### src/rtl/xalu_seq_ctrl_pkg.sv
// Shared encodings and defaults for the mult/div issue controller.
package xalu_seq_ctrl_pkg;

    typedef enum logic [2:0] {
        XOP_MULT  = 3'd0,
        XOP_MULTU = 3'd1,
        XOP_DIV   = 3'd2,
        XOP_DIVU  = 3'd3,
        XOP_MTHI  = 3'd4,
        XOP_MTLO  = 3'd5
    } xop_e;

    typedef enum logic [1:0] {
        ST_IDLE    = 2'd0,
        ST_MUL_RUN = 2'd1,
        ST_DIV_RUN = 2'd2
    } xstate_e;

    localparam int DEF_MUL_LAT = 5;
    localparam int DEF_DIV_LAT = 33;
    localparam int DEF_CNT_W   = 6;

    // Codes above mtlo are reserved and must never be accepted.
    function automatic logic xop_legal(input logic [2:0] code);
        return code <= XOP_MTLO;
    endfunction

endpackage

### src/rtl/xalu_seq_ctrl_if.sv
// Decode/pipeline <-> mult/div controller bundle; master = pipeline side, slave = controller.
interface xalu_seq_ctrl_if;
    import xalu_seq_ctrl_pkg::*;

    logic       op_valid;
    logic [2:0] op_code;
    logic       op_ready;
    logic       intreq;
    logic       flush;
    logic       mf_req;
    logic       unit_start;
    logic       unit_sign;
    logic [1:0] unit_wr_en;
    logic       unit_abort;
    logic       result_sel;
    logic       busy;
    logic       done;
    logic       mf_stall;

    modport master (
        output op_valid, op_code, intreq, flush, mf_req,
        input  op_ready, unit_start, unit_sign, unit_wr_en, unit_abort,
               result_sel, busy, done, mf_stall
    );

    modport slave (
        input  op_valid, op_code, intreq, flush, mf_req,
        output op_ready, unit_start, unit_sign, unit_wr_en, unit_abort,
               result_sel, busy, done, mf_stall
    );
endinterface

### src/rtl/xalu_seq_ctrl_lat.sv
// Loadable latency down-counter; holds at zero and reports it.
module xalu_lat_counter #(
    parameter int CNT_W = 6
) (
    input  logic             Clk,
    input  logic             Clr,
    input  logic             load,
    input  logic [CNT_W-1:0] load_val,
    input  logic             en,
    output logic             zero
);
    logic [CNT_W-1:0] cnt_q, cnt_d;

    assign zero = (cnt_q == '0);

    always_comb begin
        cnt_d = cnt_q;
        if (load)
            cnt_d = load_val;
        else if (en && !zero)
            cnt_d = cnt_q - 1'b1;
    end

    always_ff @(posedge Clk) begin
        if (Clr)
            cnt_q <= '0;
        else
            cnt_q <= cnt_d;
    end
endmodule

### src/rtl/xalu_seq_ctrl.sv
// Mult/div issue controller: start pulses, fixed-latency tracking, HI/LO owner, mf interlock.
// Optional: XALU_SEQ_FLUSH_CANCEL_EN lets flush abort an in-flight mult/div.
module xalu_seq_ctrl
    import xalu_seq_ctrl_pkg::*;
#(
    parameter int MUL_LAT = DEF_MUL_LAT,
    parameter int DIV_LAT = DEF_DIV_LAT,
    parameter int CNT_W   = DEF_CNT_W
) (
    input  logic           Clk,
    input  logic           Clr,
    xalu_seq_ctrl_if.slave bus
);
    xstate_e          state_q, state_d;
    logic             sel_q, sel_d;
    logic             op_ready, accept;
    logic             start_c, sign_c, abort_c, done_c;
    logic [1:0]       wr_en_c;
    logic             cnt_load, cnt_en, cnt_zero;
    logic [CNT_W-1:0] cnt_val;
`ifdef XALU_SEQ_FLUSH_CANCEL_EN
    logic             prev_q, prev_d;
`else
    wire              unused_flush = bus.flush;
`endif

    assign op_ready = (state_q == ST_IDLE) && !bus.intreq && !Clr;
    assign accept   = bus.op_valid && op_ready && xop_legal(bus.op_code);

    always_comb begin
        state_d  = state_q;
        sel_d    = sel_q;
        start_c  = 1'b0;
        sign_c   = 1'b0;
        wr_en_c  = 2'b00;
        abort_c  = 1'b0;
        done_c   = 1'b0;
        cnt_load = 1'b0;
        cnt_val  = '0;
        cnt_en   = 1'b0;
`ifdef XALU_SEQ_FLUSH_CANCEL_EN
        prev_d   = prev_q;
`endif
        case (state_q)
            ST_IDLE: begin
                if (accept) begin
                    case (bus.op_code)
                        XOP_MULT, XOP_MULTU: begin
                            start_c  = 1'b1;
                            sign_c   = (bus.op_code == XOP_MULT);
                            state_d  = ST_MUL_RUN;
                            cnt_load = 1'b1;
                            cnt_val  = CNT_W'(MUL_LAT - 1);
                            sel_d    = 1'b1;
`ifdef XALU_SEQ_FLUSH_CANCEL_EN
                            prev_d   = sel_q;
`endif
                        end
                        XOP_DIV, XOP_DIVU: begin
                            start_c  = 1'b1;
                            sign_c   = (bus.op_code == XOP_DIV);
                            state_d  = ST_DIV_RUN;
                            cnt_load = 1'b1;
                            cnt_val  = CNT_W'(DIV_LAT - 1);
                            sel_d    = 1'b0;
`ifdef XALU_SEQ_FLUSH_CANCEL_EN
                            prev_d   = sel_q;
`endif
                        end
                        XOP_MTHI: wr_en_c = 2'b10;
                        XOP_MTLO: wr_en_c = 2'b01;
                        default: ;
                    endcase
                end
            end
            ST_MUL_RUN, ST_DIV_RUN: begin
                cnt_en = 1'b1;
`ifdef XALU_SEQ_FLUSH_CANCEL_EN
                // A cancelled op never produced a result, so HI/LO ownership rolls back.
                if (bus.flush) begin
                    abort_c  = !Clr;
                    state_d  = ST_IDLE;
                    sel_d    = prev_q;
                    cnt_load = 1'b1;
                    cnt_val  = '0;
                end else
`endif
                if (cnt_zero) begin
                    done_c  = !Clr;
                    state_d = ST_IDLE;
                end
            end
            default: state_d = ST_IDLE;
        endcase
    end

    always_ff @(posedge Clk) begin
        if (Clr) begin
            state_q <= ST_IDLE;
            sel_q   <= 1'b0;
`ifdef XALU_SEQ_FLUSH_CANCEL_EN
            prev_q  <= 1'b0;
`endif
        end else begin
            state_q <= state_d;
            sel_q   <= sel_d;
`ifdef XALU_SEQ_FLUSH_CANCEL_EN
            prev_q  <= prev_d;
`endif
        end
    end

    xalu_lat_counter #(.CNT_W(CNT_W)) u_lat (
        .Clk      (Clk),
        .Clr      (Clr),
        .load     (cnt_load),
        .load_val (cnt_val),
        .en       (cnt_en),
        .zero     (cnt_zero)
    );

    assign bus.op_ready   = op_ready;
    assign bus.unit_start = start_c;
    assign bus.unit_sign  = sign_c;
    assign bus.unit_wr_en = wr_en_c;
    assign bus.unit_abort = abort_c;
    assign bus.result_sel = sel_q;
    assign bus.busy       = (state_q != ST_IDLE);
    assign bus.done       = done_c;
    // The result is valid on the done cycle, so the interlock releases there.
    assign bus.mf_stall   = bus.mf_req && bus.busy && !done_c;
endmodule

### src/flat_wrapper.sv
// flat-port wrapper written by rule: the top's interface ports become plain ports
module xalu_seq_ctrl_flat import xalu_seq_ctrl_pkg::*;
#(
    parameter int MUL_LAT = DEF_MUL_LAT,
    parameter int DIV_LAT = DEF_DIV_LAT,
    parameter int CNT_W   = DEF_CNT_W
)
  (Clk, Clr, bus_op_valid, bus_op_code, bus_intreq, bus_flush, bus_mf_req, bus_op_ready, bus_unit_start, bus_unit_sign, bus_unit_wr_en, bus_unit_abort, bus_result_sel, bus_busy, bus_done, bus_mf_stall);
  xalu_seq_ctrl_if bus_i ();
  input  logic Clk;
  input  logic Clr;
  input wire logic [$bits(bus_i.op_valid)-1:0] bus_op_valid;
  input wire logic [$bits(bus_i.op_code)-1:0] bus_op_code;
  input wire logic [$bits(bus_i.intreq)-1:0] bus_intreq;
  input wire logic [$bits(bus_i.flush)-1:0] bus_flush;
  input wire logic [$bits(bus_i.mf_req)-1:0] bus_mf_req;
  output wire logic [$bits(bus_i.op_ready)-1:0] bus_op_ready;
  output wire logic [$bits(bus_i.unit_start)-1:0] bus_unit_start;
  output wire logic [$bits(bus_i.unit_sign)-1:0] bus_unit_sign;
  output wire logic [$bits(bus_i.unit_wr_en)-1:0] bus_unit_wr_en;
  output wire logic [$bits(bus_i.unit_abort)-1:0] bus_unit_abort;
  output wire logic [$bits(bus_i.result_sel)-1:0] bus_result_sel;
  output wire logic [$bits(bus_i.busy)-1:0] bus_busy;
  output wire logic [$bits(bus_i.done)-1:0] bus_done;
  output wire logic [$bits(bus_i.mf_stall)-1:0] bus_mf_stall;
  assign bus_i.op_valid = bus_op_valid;
  assign bus_i.op_code = bus_op_code;
  assign bus_i.intreq = bus_intreq;
  assign bus_i.flush = bus_flush;
  assign bus_i.mf_req = bus_mf_req;
  assign bus_op_ready = bus_i.op_ready;
  assign bus_unit_start = bus_i.unit_start;
  assign bus_unit_sign = bus_i.unit_sign;
  assign bus_unit_wr_en = bus_i.unit_wr_en;
  assign bus_unit_abort = bus_i.unit_abort;
  assign bus_result_sel = bus_i.result_sel;
  assign bus_busy = bus_i.busy;
  assign bus_done = bus_i.done;
  assign bus_mf_stall = bus_i.mf_stall;
  xalu_seq_ctrl #(.MUL_LAT(MUL_LAT), .DIV_LAT(DIV_LAT), .CNT_W(CNT_W)) u_core (.Clk(Clk), .Clr(Clr), .bus(bus_i));
endmodule
### config.mk
export PLATFORM = sky130hd
export DESIGN_NAME = xalu_seq_ctrl_flat
export DESIGN_NICKNAME = d
export VERILOG_FILES = /design/src/rtl/xalu_seq_ctrl_pkg.sv /design/src/rtl/xalu_seq_ctrl_if.sv /design/src/rtl/xalu_seq_ctrl_lat.sv /design/src/rtl/xalu_seq_ctrl.sv /design/src/flat_wrapper.sv
export SDC_FILE = /design/constraint.sdc
export NUM_CORES = 1
export LEC_CHECK = 0
export BUFFER_PORTS_ARGS = -buffer_cell sky130_fd_sc_hd__clkbuf_2
export CORE_AREA = 2 2 39 41
export DETAILED_ROUTE_END_ITERATION = 6
export DIE_AREA = 0 0 41 43
export PLACE_DENSITY = 0.67
export SETUP_SLACK_MARGIN = 0.3
export SYNTH_ARGS = -nofsm -noshare
export SYNTH_HDL_FRONTEND = slang
export SYNTH_SLANG_ARGS = --single-unit
### constraint.sdc
create_clock -name Clk -period 1.95 [get_ports Clk]
set_input_delay 0 -clock Clk [delete_from_list [all_inputs] [get_ports Clk]]
set_output_delay 0 -clock Clk [all_outputs]
set_load 0.01 [all_outputs]
# Word-level counts from Yosys, hierarchy flattened
# Cells that the tools add are included.
dict set report word_totals {
  output_inout_bits 10
  word_cells 60
  in_bits 9
  register_bits 9
}
dict set report classes {
  n_reduce_logical 23
  magnitude_cmp 1
  n_addsub 1
  n_eq_ne 10
  n_mux 22
}
# cell count
set ops {}
lappend ops {{$mux W6} 4}
lappend ops {{$pmux W2 S2} 3}
lappend ops {{$pmux W6 S2} 1}
lappend ops {{$mux W1} 8}
lappend ops {{$mux W2} 4}
lappend ops {{$logic_and A1 B1 Y1} 7}
lappend ops {{$eq A3 B2 Y1 const B} 2}
lappend ops {{$eq A3 B3 Y1 const B} 2}
lappend ops {{$logic_not A6 Y1} 1}
lappend ops {{$reduce_and A3 Y1} 2}
lappend ops {{$reduce_bool A2 Y1} 3}
lappend ops {{$reduce_or A2 Y1} 3}
lappend ops {{$sub A6 B1 Y6 const B} 1}
lappend ops {{$logic_not A1 Y1} 4}
lappend ops {{$pmux W1 S2} 2}
lappend ops {{$reduce_or A4 Y1} 1}
lappend ops {{$eq A3 B1 Y1 const B} 1}
lappend ops {{$le A3 B3 Y1 const B} 1}
lappend ops {{$logic_not A3 Y1} 1}
lappend ops {{$ne A3 B3 Y1 const B} 1}
lappend ops {{$eq A2 B1 Y1 const B} 1}
lappend ops {{$eq A2 B2 Y1 const B} 1}
lappend ops {{$logic_not A2 Y1} 1}
lappend ops {{$ne A2 B1 Y1 const B} 1}
lappend ops {{$ne A2 B2 Y1 const B} 1}

# Logic depth before layout (Yosys ltp)
dict set report depth {
  ltp_word 8
  depth_mapped 7
  ltp_nobuf 7
}

# By module
# A second synthesis with hierarchy kept.
dict set report unflattened {
  cells_unflattened 70
  hier_area_um2 623.1
}
# mod seq_area_each_um2 instances cells_per_inst area_each_um2
set by_module_without_submodules {}
lappend by_module_without_submodules {xalu_lat_counter 120.1 1 42 371.6}
lappend by_module_without_submodules {xalu_seq_ctrl 60.1 1 28 251.5}

# Worst setup path before layout
# OpenSTA, ideal clock, no wires.
dict set report synth_path {
  path_kind {reg2reg}
  from {reg u_core.state_q[0]}
  to {reg u_core.state_q[0]}
  slack_ns 0.144
  period_less_slack_ns 1.806
  stages_incl_launch_ff 7
  required_time_ns 1.863
  t_arrival_ns 1.719
  path_cell_list {dfxtp_1 > inv_1 > ha_1 > nor3b_1 > nand2_1 > or4_1 > o31ai_1}
}
dict set report synth_between {
  elab_chain_len 7
  elab_cells_between_ends 13
  classes_between {5 x eq/ne; 1 x mux; 7 x reduce/logical}
}
# item line_no
set synth_lines {}
lappend synth_lines {{start: declaration} xalu_seq_ctrl.sv:14} ;# xstate_e state_q, state_d;
lappend synth_lines {{start signal: assignment} xalu_seq_ctrl.sv:105} ;# state_q <= state_d;
lappend synth_lines {{$logic_not A2 Y1} xalu_seq_ctrl.sv:27} ;# assign op_ready = (state_q == ST_IDLE) && !bus.intreq && !Clr;
lappend synth_lines {{$logic_and A1 B1 Y1 (2 in series)} xalu_seq_ctrl.sv:27}
lappend synth_lines {{via bus_op_ready} flat_wrapper.sv:17} ;# output wire logic [$bits(bus_i.op_ready)-1:0] bus_op_ready;
lappend synth_lines {{$logic_and A1 B1 Y1 (2 in series)} xalu_seq_ctrl.sv:28} ;# assign accept = bus.op_valid && op_ready && xop_legal(bus.op_code);
lappend synth_lines {{$ne A2 B1 Y1 (no line)} --}
lappend synth_lines {{$reduce_and A3 Y1 (no line)} --}
# The timed path passes the listed nets, and every way through them passes these cells.
# A chain may end at the register's enable or synchronous reset.

# Worst setup path after layout
dict set report layout_path {
  from {reg u_core.u_lat.cnt_q[3]}
  to {reg u_core.state_q[0]}
}
dict set report layout_between {
  elab_chain_len 3
}
# item line_no
set layout_lines {}
lappend layout_lines {{start: declaration} xalu_seq_ctrl_lat.sv:12} ;# logic [CNT_W-1:0] cnt_q, cnt_d;
lappend layout_lines {{start signal: assignment} xalu_seq_ctrl_lat.sv:28} ;# cnt_q <= cnt_d;
lappend layout_lines {{$logic_not A6 Y1} xalu_seq_ctrl_lat.sv:14} ;# assign zero = (cnt_q == '0);
lappend layout_lines {{$ne A2 B2 Y1 (no line)} --}
lappend layout_lines {{$reduce_and A3 Y1 (no line)} --}
# No other way between the ends.

==> impl_results.md <==
* Status: completed
* Hold Path Stages at 4
* Via count at between 500 and 600
* Multiplexer area fraction after synthesis at approximately 1.8%
* Hold Startpoint: bus_op_code[1]
* Total track usage at 17.3%
* Max-cap violations at 0
* Max Freq at about 620 MHz
* Worst Hold Class: primary input to flop
* Hold endpoint: u_core.bus.result_sel$_SDFFE_PP0P_
* Worst-skew pair later-pin latency at 260 ps
* GPL Wtd Cong at roughly 0.8
* Num CTS Buffers at 3
* Syn-to-layout area delta at 33.1%
* RSZ-0062 raised after global routing: no
* Ys flop type: dfxtp_1
* Initial Util at roughly two fifths
* Power Density at 543 nW/um^2
* Die height at around 43 microns
* Simple-gate portion of the synthesized area at between 20% and 30%
* Antenna cells at 0
* Die area at approximately 1800 sq um
* # IOs at 19
* Final setup fails at 0
* Iteration-0 DRC Markers at 5
* Leakage power at 0.333 nW
* Mean number of vias per cell at about 5.1
* Placeable Area at 1380 sq um
* First-pass iteration count of the detailed router at 4
* Post-route ant nets at 0
* Syn Inst Count at 67
* Crit end category: flop
* Final #Nets at 101
* Worst clock skew at around 0.17 ps
* Maximum VDD drop at between 0.4 and 0.5 mV
* Layout cell share with drive strength beyond 1 at 37.5%
* Final Max Tran Viols at 0
* Top cells by count, synth: dfxtp_1, nor2_1, inv_1
* Syn nets at 79
* Top cell type by total area after synthesis: dfxtp_1
* Asr flop ratio synth at 0%
* Mapped Area at approximately 560 sq um
* Largest family of logic cells by synthesized area: simple AND/OR/NAND/NOR gates
* Synth cell types at 32
* Setup TNS at 0 ps
* Clk slew on worst S/H paths at approximately 60 ps
* XOR/XNOR Fraction of Synth Area at between 4 and 5%
* Crit Path Category: flop to flop
* Part of the cycle the worst path needs at between 80 and 90%
* CTS sink cnt at 9
* First-pass GRT wire length at approximately 2000 microns
* Synth warnings at 0
* R2R Setup Slk at roughly 350 ps
* EDFF count, synth at 0
* Clk root buf: clkbuf_4
* Crit path DAT at ~1800 ps
* Dpl hpwl at 905 microns
* Routed length per placed instance at approximately 11 microns
* Hold-fix buffers, CTS at 0
* Largest net degree at the start of global routing at 9
* RR Endpoint: u_core.state_q[0]$_SDFFE_PP0P_
* Hold Fails Final Rpt at 0
* Synthesized flop and latch total at 9
* Initial antenna violation count at 0
* WP data required at 2120 ps
* DR DRC count at 0
* Total Wirelength at approximately 1200 microns
* Register area share after synthesis at approximately 32%
* GRT overflow at 0
* Vias in the first global route at 493
* Leading cell types by total area after synthesis: dfxtp_1, ha_1, nor2_1
* # rows at 14
* Worst-path maximum fanout at 5
* Synth Area in Compound Gates at around 18%
* Reg2reg path depth at 4
* CTS HTree Levels at 1
* Avg Cell Area, Syn at approximately 8.3 sq um
* Worst r2r src: u_core.u_lat.cnt_q[3]$_SDFFE_PP0P_
* Hold slack at approximately 60 ps
* Min Tclk post-route at approximately 1600 ps
* IO Port Bufs at 16
* Max clock buf depth at 2
* CTS tree: yes
* Area share of the largest cell type after synthesis at between 30 and 40%
* Worst Setup Start Kind: flop
* DIE WIDTH at between 40 and 50 microns
* Post-Synth Adder-Cell Area at about 6.7%
==> cell usage in the layout, fill, tap and decap left out <==
| cell | count |
|---|---|
| clkbuf_2 | 16 |
| nor2_1 | 9 |
| dfxtp_1 | 8 |
| inv_1 | 7 |
| nand2_1 | 4 |
| clkbuf_4 | 3 |
| and3b_1 | 2 |
| a31o_2 | 2 |
| o31ai_1 | 2 |
| xor2_1 | 2 |
| o21ai_0 | 2 |
| ha_4 | 2 |
| buf_4 | 2 |
| nor2b_1 | 1 |
| and3_1 | 1 |
| and2b_2 | 1 |
| nor3b_4 | 1 |
| inv_2 | 1 |
| or3_4 | 1 |
| nand2b_4 | 1 |
| nor4b_2 | 1 |
| nor3b_1 | 1 |
| o21a_4 | 1 |
| xnor2_1 | 1 |
| a21oi_1 | 1 |
| and2b_1 | 1 |
| or4_1 | 1 |
| o2111ai_1 | 1 |
| nor3_1 | 1 |
| o211ai_1 | 1 |
| a31oi_1 | 1 |
| a211oi_1 | 1 |
| nor4b_1 | 1 |
| mux2i_1 | 1 |
| o22ai_1 | 1 |
| nand3b_1 | 1 |
| ha_1 | 1 |
| conb_1 | 1 |
| clkbuf_1 | 1 |
| dfxtp_2 | 1 |
==> kinds of logic after synthesis <==
family	after synthesis
mux	1
flops	9
buf+inv	9
simple gates	28
other cells	1
compound gates	13
xor+xnor	3
fa+ha+maj	3
==> power by group <==
group	internal, mW	leakage [nW]	switching, mW
combinational	0.0345	0.245	0.0372
clock	0.0786	0.0150	0.0618
sequential	0.188	0.0733	0.00350
total	0.302	0.333	0.103
==> routing by layer <==
metal,up-vias,part of all wire (%),global-route usage [%]
li1,274,-,-
met1,253,45,20.6
met2,7,51,25.3
met3,0,3.9,9.42
met4,0,0,6.00
met5,-,0,0
==> what timing repair did <==
item                                   4_1_cts  5_1_grt
pin swaps                                    1        3
gates resized for setup                      1        8
setup endpoints to repair                    3        5
endpoints found under the hold margin        0        0
setup buffers                                0        1
==> critical path, stage by stage (launching register included) <==
cell and delay, ps:
dfxtp_2 330, or3_4 420, o21a_4 220, or4_1 470, o31ai_1 80
==> sequential cells by signal, indices dropped and copies added (netlist names) <==
name                   flops
u_core.u_lat.cnt_q         6
u_core.state_q             2
u_core.bus.result_sel      1
==> layout make-up <==
class,count,area [sq um]
Multi-Input combinational cell,49,392
Sequential cell,9,181
Inverter,8,30.0
Fill cell,137,639
Clock buffer,4,26.3
Tap cell,16,20.0
Timing Repair Buffer,18,95.1
==> worst max path at each step <==
stage                                            start                        endpoint  slack [ps]  depth (start not counted)
floorplan               u_core.state_q[0]$_SDFFE_PP0P_  u_core.state_q[0]$_SDFFE_PP0P_         300                          6
global placement    u_core.u_lat.cnt_q[2]$_SDFFE_PP0P_  u_core.state_q[0]$_SDFFE_PP0P_         330                          4
detailed placement  u_core.u_lat.cnt_q[2]$_SDFFE_PP0P_  u_core.state_q[0]$_SDFFE_PP0P_         310                          4
CTS                 u_core.u_lat.cnt_q[4]$_SDFFE_PP0P_  u_core.state_q[0]$_SDFFE_PP0P_         310                          4
global route        u_core.u_lat.cnt_q[3]$_SDFFE_PP0P_  u_core.state_q[0]$_SDFFE_PP0P_         310                          4
finish              u_core.u_lat.cnt_q[3]$_SDFFE_PP0P_  u_core.state_q[0]$_SDFFE_PP0P_         350                          4
==> stage by stage <==
step	area (sq um)	utilization [%]	total power [mW]	worst slack (ps)	instances
global route	744	53.8	0.435	309	104
floorplan	564	-	0.237	304	67
global placement	664	48.0	0.258	329	99
CTS	697	50.4	0.405	309	103
finish	744	53.8	0.404	348	104
detailed placement	664	48.0	0.259	307	99
Note: power is estimated with default switching activity, not from simulation.
